[src/rtl/pktbuf_rd_arbiter_if.sv]
// ---------------------------------------------------------------------------
// pktbuf_rd_arbiter_if.sv
// Interfaces used by pktbuf_rd_arbiter.
//
// pktbuf_rd_req_if : one read requester <-> arbiter
//   read    requester -> arbiter   read request
//   addr    requester -> arbiter   packet-buffer read address
//   last    requester -> arbiter   this read is the last flit of the packet
//   af      requester -> arbiter   requester return buffer almost full
//   gnt     arbiter -> requester   combinational grant (accept = read & gnt)
//   rvalid  arbiter -> requester   returned data valid (registered)
//   rdata   arbiter -> requester   returned data (registered)
//   modport master = requester side, modport slave = arbiter side
//
// pktbuf_mem_if : arbiter <-> packet-buffer read port
//   readaddress  arbiter -> memory  read address
//   read         arbiter -> memory  read strobe
//   readvalid    memory -> arbiter  return valid (in order, any latency)
//   readdata     memory -> arbiter  return data
//   modport master = arbiter side, modport slave = memory side
// ---------------------------------------------------------------------------

interface pktbuf_rd_req_if #(
  parameter int AWIDTH = 15,
  parameter int DWIDTH = 512
);
  logic              read;
  logic [AWIDTH-1:0] addr;
  logic              last;
  logic              af;
  logic              gnt;
  logic              rvalid;
  logic [DWIDTH-1:0] rdata;

  modport master (
    output read, addr, last, af,
    input  gnt, rvalid, rdata
  );

  modport slave (
    input  read, addr, last, af,
    output gnt, rvalid, rdata
  );
endinterface

interface pktbuf_mem_if #(
  parameter int AWIDTH = 15,
  parameter int DWIDTH = 512
);
  logic [AWIDTH-1:0] readaddress;
  logic              read;
  logic              readvalid;
  logic [DWIDTH-1:0] readdata;

  modport master (
    output readaddress, read,
    input  readvalid, readdata
  );

  modport slave (
    input  readaddress, read,
    output readvalid, readdata
  );
endinterface

[src/rtl/pktbuf_rd_arbiter.sv]
// ---------------------------------------------------------------------------
// pktbuf_rd_arbiter
// Shares the single packet-buffer read port between two requesters
// (req0 = data mover, req1 = reorder/debug reader). Arbitration is
// round-robin at packet granularity: once a requester is granted a non-last
// flit it owns the port until it issues its last-flit read. A tag FIFO of
// requester ids, one entry per read in flight, steers each in-order return
// back to the requester that issued it.
//
// Ports
//   Clk, Rst     clock, asynchronous active-high reset
//   req0, req1   requester interfaces (pktbuf_rd_req_if.slave)
//   mem          packet-buffer read port (pktbuf_mem_if.master)
//   stats_rd0/1  accepted-read counters, wrap at 2^32
//   err_orphan   sticky: a return arrived with no read outstanding
//
// Latency: read accepted in cycle t -> mem.read in t+1; return steered to the
// requester one cycle after mem.readvalid.
// ---------------------------------------------------------------------------

module pktbuf_rd_arbiter #(
  parameter int AWIDTH      = 15,
  parameter int DWIDTH      = 512,
  parameter int OUTSTANDING = 8
) (
  input  logic                Clk,
  input  logic                Rst,
  pktbuf_rd_req_if.slave      req0,
  pktbuf_rd_req_if.slave      req1,
  pktbuf_mem_if.master        mem,
  output logic [31:0]         stats_rd0,
  output logic [31:0]         stats_rd1,
  output logic                err_orphan
);

  localparam int PTRW = (OUTSTANDING > 1) ? $clog2(OUTSTANDING) : 1;
  localparam int CNTW = $clog2(OUTSTANDING + 1);
  localparam logic [PTRW-1:0] PTR_LAST = PTRW'(OUTSTANDING - 1);
  localparam logic [CNTW-1:0] CNT_MAX  = CNTW'(OUTSTANDING);

  typedef enum logic [1:0] {
    ST_IDLE = 2'd0,
    ST_OWN0 = 2'd1,
    ST_OWN1 = 2'd2
  } state_e;

  // Pointer increment with explicit wrap so a non-power-of-2 depth still
  // stays inside the tag array.
  function automatic logic [PTRW-1:0] ptr_inc(input logic [PTRW-1:0] p);
    if (p == PTR_LAST) begin
      ptr_inc = {PTRW{1'b0}};
    end else begin
      ptr_inc = p + PTRW'(1);
    end
  endfunction

  // FSM and round-robin pointer
  state_e state_q, state_d;
  logic   rr_ptr_q, rr_ptr_d;

  // Arbitration terms
  logic room_s;
  logic elig0_s, elig1_s;
  logic gnt0_s, gnt1_s;
  logic acc0_s, acc1_s;

  // Issue path registers
  logic              rd_strobe_q, rd_strobe_d;
  logic [AWIDTH-1:0] rd_addr_q,   rd_addr_d;

  // Tag FIFO (one bit per entry: requester id)
  logic [OUTSTANDING-1:0] tag_mem_q, tag_mem_d;
  logic [PTRW-1:0]        wr_ptr_q,  wr_ptr_d;
  logic [PTRW-1:0]        rd_ptr_q,  rd_ptr_d;
  logic [CNTW-1:0]        tag_count_q, tag_count_d;
  logic                   push_s, pop_s, orphan_s, head_tag_s, fifo_empty_s;

  // Return path registers
  logic              rvalid0_q, rvalid0_d;
  logic              rvalid1_q, rvalid1_d;
  logic [DWIDTH-1:0] rdata0_q,  rdata0_d;
  logic [DWIDTH-1:0] rdata1_q,  rdata1_d;

  // Statistics and error
  logic [31:0] stats0_q, stats0_d;
  logic [31:0] stats1_q, stats1_d;
  logic        orphan_q, orphan_d;

  // Eligibility: a pop in this cycle does not free room until next cycle.
  always_comb begin
    room_s  = (tag_count_q < CNT_MAX);
    elig0_s = req0.read & ~req0.af & room_s;
    elig1_s = req1.read & ~req1.af & room_s;
  end

  // FSM state register and round-robin pointer
  always_ff @(posedge Clk or posedge Rst) begin
    if (Rst) begin
      state_q  <= ST_IDLE;
      rr_ptr_q <= 1'b0;
    end else begin
      state_q  <= state_d;
      rr_ptr_q <= rr_ptr_d;
    end
  end

  // FSM next state: ownership is entered on a non-last accept and released
  // only by the owner's last-flit accept; the pointer then favours the other.
  always_comb begin
    state_d  = state_q;
    rr_ptr_d = rr_ptr_q;
    case (state_q)
      ST_IDLE: begin
        if (acc0_s) begin
          if (req0.last) begin
            state_d  = ST_IDLE;
            rr_ptr_d = 1'b1;
          end else begin
            state_d  = ST_OWN0;
          end
        end else if (acc1_s) begin
          if (req1.last) begin
            state_d  = ST_IDLE;
            rr_ptr_d = 1'b0;
          end else begin
            state_d  = ST_OWN1;
          end
        end else begin
          state_d = ST_IDLE;
        end
      end
      ST_OWN0: begin
        if (acc0_s & req0.last) begin
          state_d  = ST_IDLE;
          rr_ptr_d = 1'b1;
        end else begin
          state_d = ST_OWN0;
        end
      end
      ST_OWN1: begin
        if (acc1_s & req1.last) begin
          state_d  = ST_IDLE;
          rr_ptr_d = 1'b0;
        end else begin
          state_d = ST_OWN1;
        end
      end
      default: begin
        state_d  = ST_IDLE;
        rr_ptr_d = 1'b0;
      end
    endcase
  end

  // FSM outputs: grants. An owner is granted whenever it has room and its
  // return buffer is not almost full, whether or not it is requesting, and
  // the other requester is locked out for the whole packet.
  always_comb begin
    gnt0_s = 1'b0;
    gnt1_s = 1'b0;
    case (state_q)
      ST_IDLE: begin
        if (elig0_s & elig1_s) begin
          gnt0_s = ~rr_ptr_q;
          gnt1_s = rr_ptr_q;
        end else begin
          gnt0_s = elig0_s;
          gnt1_s = elig1_s;
        end
      end
      ST_OWN0: begin
        gnt0_s = ~req0.af & room_s;
      end
      ST_OWN1: begin
        gnt1_s = ~req1.af & room_s;
      end
      default: begin
        gnt0_s = 1'b0;
        gnt1_s = 1'b0;
      end
    endcase
    acc0_s = req0.read & gnt0_s;
    acc1_s = req1.read & gnt1_s;
  end

  // Issue path: register the accepted read; address holds when idle.
  always_comb begin
    rd_strobe_d = acc0_s | acc1_s;
    if (acc0_s) begin
      rd_addr_d = req0.addr;
    end else if (acc1_s) begin
      rd_addr_d = req1.addr;
    end else begin
      rd_addr_d = rd_addr_q;
    end
  end

  // Tag FIFO: push the requester id on accept, pop on each return. A return
  // with nothing outstanding is an orphan and does not pop.
  always_comb begin
    push_s       = acc0_s | acc1_s;
    fifo_empty_s = (tag_count_q == {CNTW{1'b0}});
    pop_s        = mem.readvalid & ~fifo_empty_s;
    orphan_s     = mem.readvalid & fifo_empty_s;
    head_tag_s   = tag_mem_q[rd_ptr_q];

    tag_mem_d = tag_mem_q;
    if (push_s) begin
      tag_mem_d[wr_ptr_q] = acc1_s;
      wr_ptr_d            = ptr_inc(wr_ptr_q);
    end else begin
      wr_ptr_d = wr_ptr_q;
    end

    if (pop_s) begin
      rd_ptr_d = ptr_inc(rd_ptr_q);
    end else begin
      rd_ptr_d = rd_ptr_q;
    end

    case ({push_s, pop_s})
      2'b10:   tag_count_d = tag_count_q + CNTW'(1);
      2'b01:   tag_count_d = tag_count_q - CNTW'(1);
      default: tag_count_d = tag_count_q;
    endcase
  end

  // Return path: steer popped data to the requester named by the head tag.
  always_comb begin
    rvalid0_d = pop_s & ~head_tag_s;
    rvalid1_d = pop_s & head_tag_s;
    if (rvalid0_d) begin
      rdata0_d = mem.readdata;
    end else begin
      rdata0_d = rdata0_q;
    end
    if (rvalid1_d) begin
      rdata1_d = mem.readdata;
    end else begin
      rdata1_d = rdata1_q;
    end
  end

  // Statistics counters (natural 32-bit wrap) and sticky orphan flag
  always_comb begin
    stats0_d = stats0_q + (acc0_s ? 32'd1 : 32'd0);
    stats1_d = stats1_q + (acc1_s ? 32'd1 : 32'd0);
    orphan_d = orphan_q | orphan_s;
  end

  // Datapath registers: issue, tag FIFO, return, stats, error
  always_ff @(posedge Clk or posedge Rst) begin
    if (Rst) begin
      rd_strobe_q <= 1'b0;
      rd_addr_q   <= {AWIDTH{1'b0}};
      tag_mem_q   <= {OUTSTANDING{1'b0}};
      wr_ptr_q    <= {PTRW{1'b0}};
      rd_ptr_q    <= {PTRW{1'b0}};
      tag_count_q <= {CNTW{1'b0}};
      rvalid0_q   <= 1'b0;
      rvalid1_q   <= 1'b0;
      rdata0_q    <= {DWIDTH{1'b0}};
      rdata1_q    <= {DWIDTH{1'b0}};
      stats0_q    <= 32'd0;
      stats1_q    <= 32'd0;
      orphan_q    <= 1'b0;
    end else begin
      rd_strobe_q <= rd_strobe_d;
      rd_addr_q   <= rd_addr_d;
      tag_mem_q   <= tag_mem_d;
      wr_ptr_q    <= wr_ptr_d;
      rd_ptr_q    <= rd_ptr_d;
      tag_count_q <= tag_count_d;
      rvalid0_q   <= rvalid0_d;
      rvalid1_q   <= rvalid1_d;
      rdata0_q    <= rdata0_d;
      rdata1_q    <= rdata1_d;
      stats0_q    <= stats0_d;
      stats1_q    <= stats1_d;
      orphan_q    <= orphan_d;
    end
  end

  assign req0.gnt        = gnt0_s;
  assign req1.gnt        = gnt1_s;
  assign req0.rvalid     = rvalid0_q;
  assign req1.rvalid     = rvalid1_q;
  assign req0.rdata      = rdata0_q;
  assign req1.rdata      = rdata1_q;
  assign mem.read        = rd_strobe_q;
  assign mem.readaddress = rd_addr_q;
  assign stats_rd0       = stats0_q;
  assign stats_rd1       = stats1_q;
  assign err_orphan      = orphan_q;

endmodule

[src/flat_wrapper.sv]
// flat-port wrapper written by rule: the top's interface ports become plain ports
module pktbuf_rd_arbiter_flat 
#(
  parameter int AWIDTH      = 15,
  parameter int DWIDTH      = 512,
  parameter int OUTSTANDING = 8
)
  (Clk, Rst, stats_rd0, stats_rd1, err_orphan, req0_read, req0_addr, req0_last, req0_af, req0_gnt, req0_rvalid, req0_rdata, req1_read, req1_addr, req1_last, req1_af, req1_gnt, req1_rvalid, req1_rdata, mem_readaddress, mem_read, mem_readvalid, mem_readdata);
  pktbuf_rd_req_if #(.AWIDTH(AWIDTH), .DWIDTH(DWIDTH)) req0_i ();
  pktbuf_rd_req_if #(.AWIDTH(AWIDTH), .DWIDTH(DWIDTH)) req1_i ();
  pktbuf_mem_if #(.AWIDTH(AWIDTH), .DWIDTH(DWIDTH)) mem_i ();
  input  logic Clk;
  input  logic Rst;
  output logic [31:0] stats_rd0;
  output logic [31:0] stats_rd1;
  output logic err_orphan;
  input wire logic [$bits(req0_i.read)-1:0] req0_read;
  input wire logic [$bits(req0_i.addr)-1:0] req0_addr;
  input wire logic [$bits(req0_i.last)-1:0] req0_last;
  input wire logic [$bits(req0_i.af)-1:0] req0_af;
  output wire logic [$bits(req0_i.gnt)-1:0] req0_gnt;
  output wire logic [$bits(req0_i.rvalid)-1:0] req0_rvalid;
  output wire logic [$bits(req0_i.rdata)-1:0] req0_rdata;
  input wire logic [$bits(req1_i.read)-1:0] req1_read;
  input wire logic [$bits(req1_i.addr)-1:0] req1_addr;
  input wire logic [$bits(req1_i.last)-1:0] req1_last;
  input wire logic [$bits(req1_i.af)-1:0] req1_af;
  output wire logic [$bits(req1_i.gnt)-1:0] req1_gnt;
  output wire logic [$bits(req1_i.rvalid)-1:0] req1_rvalid;
  output wire logic [$bits(req1_i.rdata)-1:0] req1_rdata;
  output wire logic [$bits(mem_i.readaddress)-1:0] mem_readaddress;
  output wire logic [$bits(mem_i.read)-1:0] mem_read;
  input wire logic [$bits(mem_i.readvalid)-1:0] mem_readvalid;
  input wire logic [$bits(mem_i.readdata)-1:0] mem_readdata;
  assign req0_i.read = req0_read;
  assign req0_i.addr = req0_addr;
  assign req0_i.last = req0_last;
  assign req0_i.af = req0_af;
  assign req0_gnt = req0_i.gnt;
  assign req0_rvalid = req0_i.rvalid;
  assign req0_rdata = req0_i.rdata;
  assign req1_i.read = req1_read;
  assign req1_i.addr = req1_addr;
  assign req1_i.last = req1_last;
  assign req1_i.af = req1_af;
  assign req1_gnt = req1_i.gnt;
  assign req1_rvalid = req1_i.rvalid;
  assign req1_rdata = req1_i.rdata;
  assign mem_readaddress = mem_i.readaddress;
  assign mem_read = mem_i.read;
  assign mem_i.readvalid = mem_readvalid;
  assign mem_i.readdata = mem_readdata;
  pktbuf_rd_arbiter #(.AWIDTH(AWIDTH), .DWIDTH(DWIDTH), .OUTSTANDING(OUTSTANDING)) u_core (.Clk(Clk), .Rst(Rst), .req0(req0_i), .req1(req1_i), .mem(mem_i), .stats_rd0(stats_rd0), .stats_rd1(stats_rd1), .err_orphan(err_orphan));
endmodule
[config.mk]
export PLATFORM = sky130hd
export DESIGN_NAME = pktbuf_rd_arbiter_flat
export DESIGN_NICKNAME = d
export VERILOG_FILES = /design/src/rtl/pktbuf_rd_arbiter_if.sv /design/src/rtl/pktbuf_rd_arbiter.sv /design/src/flat_wrapper.sv
export SDC_FILE = /design/constraint.sdc
export NUM_CORES = 2
export LEC_CHECK = 0
export ABC_AREA = 0
export ABC_CLOCK_PERIOD_IN_PS = 51800
export CAP_MARGIN = 15
export CORE_AREA = 2 2 647 649
export CTS_BUF_LIST = sky130_fd_sc_hd__clkbuf_8
export CTS_CLUSTER_SIZE = 14
export DETAILED_ROUTE_END_ITERATION = 6
export DIE_AREA = 0 0 649 651
export PLACE_DENSITY_LB_ADDON = 0.08
export REMOVE_ABC_BUFFERS = 1
export SYNTH_ARGS = -nofsm -noshare
export SYNTH_HDL_FRONTEND = slang
export SYNTH_SLANG_ARGS = --single-unit
[constraint.sdc]
create_clock -name Clk -period 51.8 [get_ports Clk]
set_input_delay 10.36 -clock Clk [delete_from_list [all_inputs] [get_ports Clk]]
set_output_delay 10.36 -clock Clk [all_outputs]
set_load 0.005 [all_outputs]
======== Word level (Yosys, flattened, before mapping) ========
Index checks and enable logic that the tools add are counted.
cells by class
  add/sub/neg operators ................... 6
  $lt $le $gt $ge ......................... 4
  equal/unequal tests ..................... 11
  muxes and demuxes ....................... 30
  bitwise logic cells ..................... 22
  reduce and logical (&&, ||, !) cells .... 6
operators by type and width
  operator                                                              count
  32-bit adder                                                          2
  15-bit two-way mux                                                    2
  1-bit bitwise AND                                                     15
  1-bit two-way mux                                                     14
  8-bit bitwise mux                                                     1
  3-bit by 4-bit < comparator with 1-bit output, second input constant  2
  2-bit two-way mux                                                     4
  4-bit one-hot mux with 2 select lines                                 1
  3-bit by 1-bit adder with 3-bit output, second input constant         2
  3-bit == test, second input constant                                  2
  3-bit two-way mux                                                     2
  2-bit one-hot mux with 3 select lines                                 1
  1-bit inverter                                                        5
  5-bit AND reduction                                                   1
  4-bit by 1-bit adder with 4-bit output, second input constant         1
  2-bit by 1-bit == test with 1-bit output, second input constant       2
  2-bit == test, second input constant                                  2
  4-bit zero test                                                       1
  4-bit < comparator, second input constant                             1
  2-bit by 1-bit != test with 1-bit output, second input constant       2
  1-bit one-hot mux with 2 select lines                                 2
  2-bit nonzero test                                                    2
  4-bit by 1-bit subtractor with 4-bit output, second input constant    1
  1-bit binary-select mux with 3-bit select                             1
  other kinds (9)                                                       10
word-level totals
  flip-flop bits (word level) ............. 1128
  bits of input ports ..................... 551
  output and inout port bits .............. 1109
  logic and storage cells ................. 94

======== Depth between registers and ports, before layout ========
  depth after elaboration ................. 10
  mapped depth ............................ 12
  depth with buffers taken out ............ 11

======== Worst setup path after synthesis ========
Ideal clock, no wire load.
  kind .................................... input to output
  start point ............................. input req0_af
  end point ............................... output req1_gnt
  arrival ................................. 11104 ps
  slack ................................... 30336 ps
  cell stages on the path ................. 3
  path buffers ............................ 0
  path through ............................ or4b_1 a21oi_1 nor2_1
between the ends
  word-level cells in the longest chain between the ends .. 6
ends and longest elaborated chain
  item                                   RTL line                  RTL
  start, declared                        flat_wrapper.sv:20        input wire logic [$bits(req0_i.af)-1:0] req0_af;
  1-bit inverter                         pktbuf_rd_arbiter.sv:92   elig0_s = req0.read & ~req0.af & room_s;
  1-bit bitwise AND (2 in a row)         pktbuf_rd_arbiter.sv:92
  1-bit bitwise AND                      pktbuf_rd_arbiter.sv:163  if (elig0_s & elig1_s) begin
  1-bit two-way mux                      pktbuf_rd_arbiter.sv:163
  1-bit one-hot mux with 2 select lines  pktbuf_rd_arbiter.sv:161  case (state_q)
  end, declared                          flat_wrapper.sv:28        output wire logic [$bits(req1_i.gnt)-1:0] req1_gnt;
No other way between the ends.

======== Final worst setup path ========
  start point ............................. input req0_read
  end point ............................... output req1_gnt
between the ends
  word-level cells in the longest chain between the ends .. 5
ends and longest elaborated chain
  item                                   RTL line                  RTL
  start, declared                        flat_wrapper.sv:17        input wire logic [$bits(req0_i.read)-1:0] req0_read;
  1-bit bitwise AND (2 in a row)         pktbuf_rd_arbiter.sv:92
  1-bit bitwise AND                      pktbuf_rd_arbiter.sv:163
  1-bit two-way mux                      pktbuf_rd_arbiter.sv:163
  1-bit one-hot mux with 2 select lines  pktbuf_rd_arbiter.sv:161
No other way between the ends.

==> results.tsv <==
stage	metric	value	unit
timing	period_needed	22620	ps
clock_tree	cts_made_buffers	268	
setup_path	reg2regPathDepth	9	
final_layout	final_area	0.0709	sq mm
die	start_util	10.4	%
grt	overflow	0	
route	vias	30400	
final_layout	layout-drive-gt1-share	22.0	%
placed_design	numPortBuffers	1659	
setup_path	r2r-start	u_core.rd_ptr_q[0]	
grt	grt_pass1_wl	332000	microns
synthesis	synth_cells	2609	
grt	grt_pass1_vias	33400	
grt	track_usage	11.5	%
die	coreArea	0.415	sq mm
synthesis	yosysWarnings	0	
final_layout	most-common-layout-cells	clkdlybuf4s50_1, dfrtp_1, mux2_2	
clock_tree	cts_max_path_buffers	4	
worst_hold_path	hp-class	reg2reg	
clock_tree	ctsResizeCount	0	
clock_tree	tritoncts	built	
clock_tree	ctsHtreeMaxLevel	5	
timing	setup_ws	29180	ps
synthesis	syn_avg_cell_area	16.6	sq um
timing	slew_headroom	23.5	%
setup_path	rrSetupSlack	45480	ps
placed_design	routabilityCongestion	0.781	
synthesis	ys_types	48	
final_layout	final_common_cell	clkdlybuf4s50_1	
synthesis	ys_ff_latch	1128	
die	die-width	649	microns
setup_path	end_kind	output pin	
power	p_leak	27.9	nW
worst_hold_path	hold-path-endpoint	u_core.err_orphan	
clock_tree	path_clk_slew	50	ps
grt	grt_max_degree	124	
timing	fin_skew	66.7	ps
timing	setup_viol_count_final	0	
setup_path	crit_arrival	12260	ps
clock_tree	cts_sinks	1128	
route	ant_nets	0	
clock_tree	root_buffer	clkbuf_8	
timing	slew_viol_final	0	
setup_path	rr_endpoint	u_core.req0.rdata[89]	
setup_path	crit_path_start_kind	primary input	
power	vdd.ir_drop.worst	0.0000407	V
timing	hold_viol_final	0	
job	cap_violations	0	
route	via_per_inst	2.99	
die	ioPinCount	1660	
die	die_h	651	microns
placed_design	postPlaceCellArea	0.0657	sq mm
worst_hold_path	min-delay-start	u_core.err_orphan	
die	rows	237	
clock_tree	cts_setup_buffers	0	
timing	post-route-period-util	43.7	%
grt	grt_antenna_before_repair	109	
timing	clock.fmax	44.2	MHz
run_status	status	completed	
die	die_area	0.422	sq mm
placed_design	dp_hpwl	196000	microns
setup_path	critPathKind	in2out	
timing	rsz0062_at_grt	false	
route	drt_iter0_drc	1044	
placed_design	dp_worst_setup_slack	29230	ps
route	drc	0	
power	p_per_area	68.1	mW/mm^2
final_layout	fin_nets	5011	
clock_tree	clk-insertion-delay-late	1030	ps
synthesis	syn_area	0.0434	sq mm
setup_path	path_max_fanout	4	
route	drt_first_pass_iters	4	
timing	tns	0	ps
worst_hold_path	hold_depth	1	
setup_path	critical_path_required	41440	ps
timing	hold_slack	480	ps
route	routedWlPerCell	24.8	microns
timing	worst_slew_pin_slew	1150	ps
clock_tree	hold_buffers	0	
route	wl	252000	microns
synthesis	ys_seq_area_share	65.0	%
final_layout	area_delta_synth_final	63.3	%
-- flip-flops by register name (all words and copies together), names as in the netlist --
name / cells
u_core.mem.readaddress: 15
u_core.stats_rd1: 32
u_core.wr_ptr_q: 3
u_core.stats_rd0: 32
u_core.rr_ptr_q: 1
u_core.mem.read: 1
u_core.req0.rvalid: 1
u_core.state_q: 2
u_core.tag_count_q: 4
u_core.rd_ptr_q: 3
u_core.tag_mem_q: 8
u_core.err_orphan: 1
u_core.req1.rvalid: 1
u_core.req0.rdata: 512
u_core.req1.rdata: 512
-- power breakdown --
part           internal (mW)  switching (mW)
registers               1.33           0.250
clock network          0.563           0.486
logic                   1.24           0.955
total                   3.13            1.69
-- cell families (layout without fill, tap and decap cells) --
family                   Yosys count  after routing  synth area share, %
multiplexers                    1031           1031                 26.7
flip-flops                      1128           1128                 65.0
AO/OA/AOI/OAI                     53             53                0.865
adder cells (fa/ha/maj)           11             11                0.317
buffers and inverters            139           2156                 3.58
other                              0             23                    0
XOR/XNOR                          67             67                 1.35
AND/OR/NAND/NOR                  180            180                 2.11
-- synth_stat cells, drive strengths merged --
cell / number / area (sq um)
dfrtp: 1128 / 28200
nor2b: 3 / 18.8
a32o: 1 / 10.0
o211ai: 2 / 15.0
nor2: 29 / 109
o41ai: 3 / 45.1
ha: 11 / 138
clkbuf: 6 / 22.5
or4b: 1 / 10.0
a31o: 1 / 8.76
nor4: 8 / 62.6
and4: 10 / 87.6
nand4: 20 / 125
xor2: 22 / 193
inv: 12 / 45.0
nand3: 25 / 125
and3b: 1 / 8.76
o21a: 1 / 7.51
a31oi: 19 / 119
mux2: 1027 / 11600
or3: 1 / 6.26
o31ai: 9 / 67.6
and3: 7 / 43.8
nand3b: 1 / 7.51
a21oi: 4 / 20.0
buf: 121 / 1490
o21ai: 7 / 35.0
nand2b: 4 / 25.0
nand2: 57 / 214
o31a: 1 / 8.76
mux2i: 4 / 40.0
a22oi: 2 / 15.0
a221oi: 1 / 8.76
and2: 4 / 25.0
xnor2: 45 / 394
a21o: 1 / 7.51
a211oi: 1 / 7.51
or2: 1 / 6.26
nor3: 8 / 40.0
-- layout make-up --
| cell class | instances | area, sq um |
|---|---|---|
| Timing Repair Buffer | 1697 | 17000 |
| Sequential cell | 1128 | 28200 |
| Fill cell | 45600 | 345000 |
| Clock buffer | 318 | 4380 |
| Antenna cell | 23 | 57.6 |
| Clock inverter | 129 | 684 |
| Inverter | 12 | 52.6 |
| Tap cell | 5497 | 6880 |
| Multi-Input combinational cell | 1342 | 13600 |
-- worst max-delay path, stage by stage --
cell,delay [ps]
clkdlybuf4s50_1,520
or4b_1,520
a21oi_1,210
nor2_1,150
clkdlybuf4s50_1,490
-- per-layer routing --
| metal | global-route usage [%] | vias to the layer above | routed length [microns] |
|---|---|---|---|
| met1 | 11.8 | 15500 | 89000 |
| met3 | 5.30 | 462 | 25400 |
| li1 | - | 13000 | - |
| met4 | 3.25 | 46 | 7320 |
| met5 | 0 | - | 297 |
| met2 | 20.9 | 1301 | 130000 |
-- through the flow --
| stage | total power, mW | cells | util (%) |
|---|---|---|---|
| final | 4.82 | 10100 | 17.1 |
| after floorplan | 3.11 | 2482 | - |
| after global placement | 3.88 | 9675 | 15.8 |
| after detailed placement | 3.88 | 9675 | 15.8 |
| after CTS | 5.01 | 10100 | 17.0 |
| after global routing | 5.15 | 10100 | 17.0 |
-- worst max path at each step --
stage	startpoint	end	slack, ps	cells after the start
final	req0_read	req1_gnt	29180	5
after global routing	req0_read	req1_gnt	29150	5
after floorplan	Rst	u_core.err_orphan	9670	1
after CTS	req0_read	req1_gnt	29230	5
after detailed placement	req0_read	req1_gnt	29230	5
after global placement	req0_read	req1_gnt	29160	5
Power figures use the tool's default switching activity.
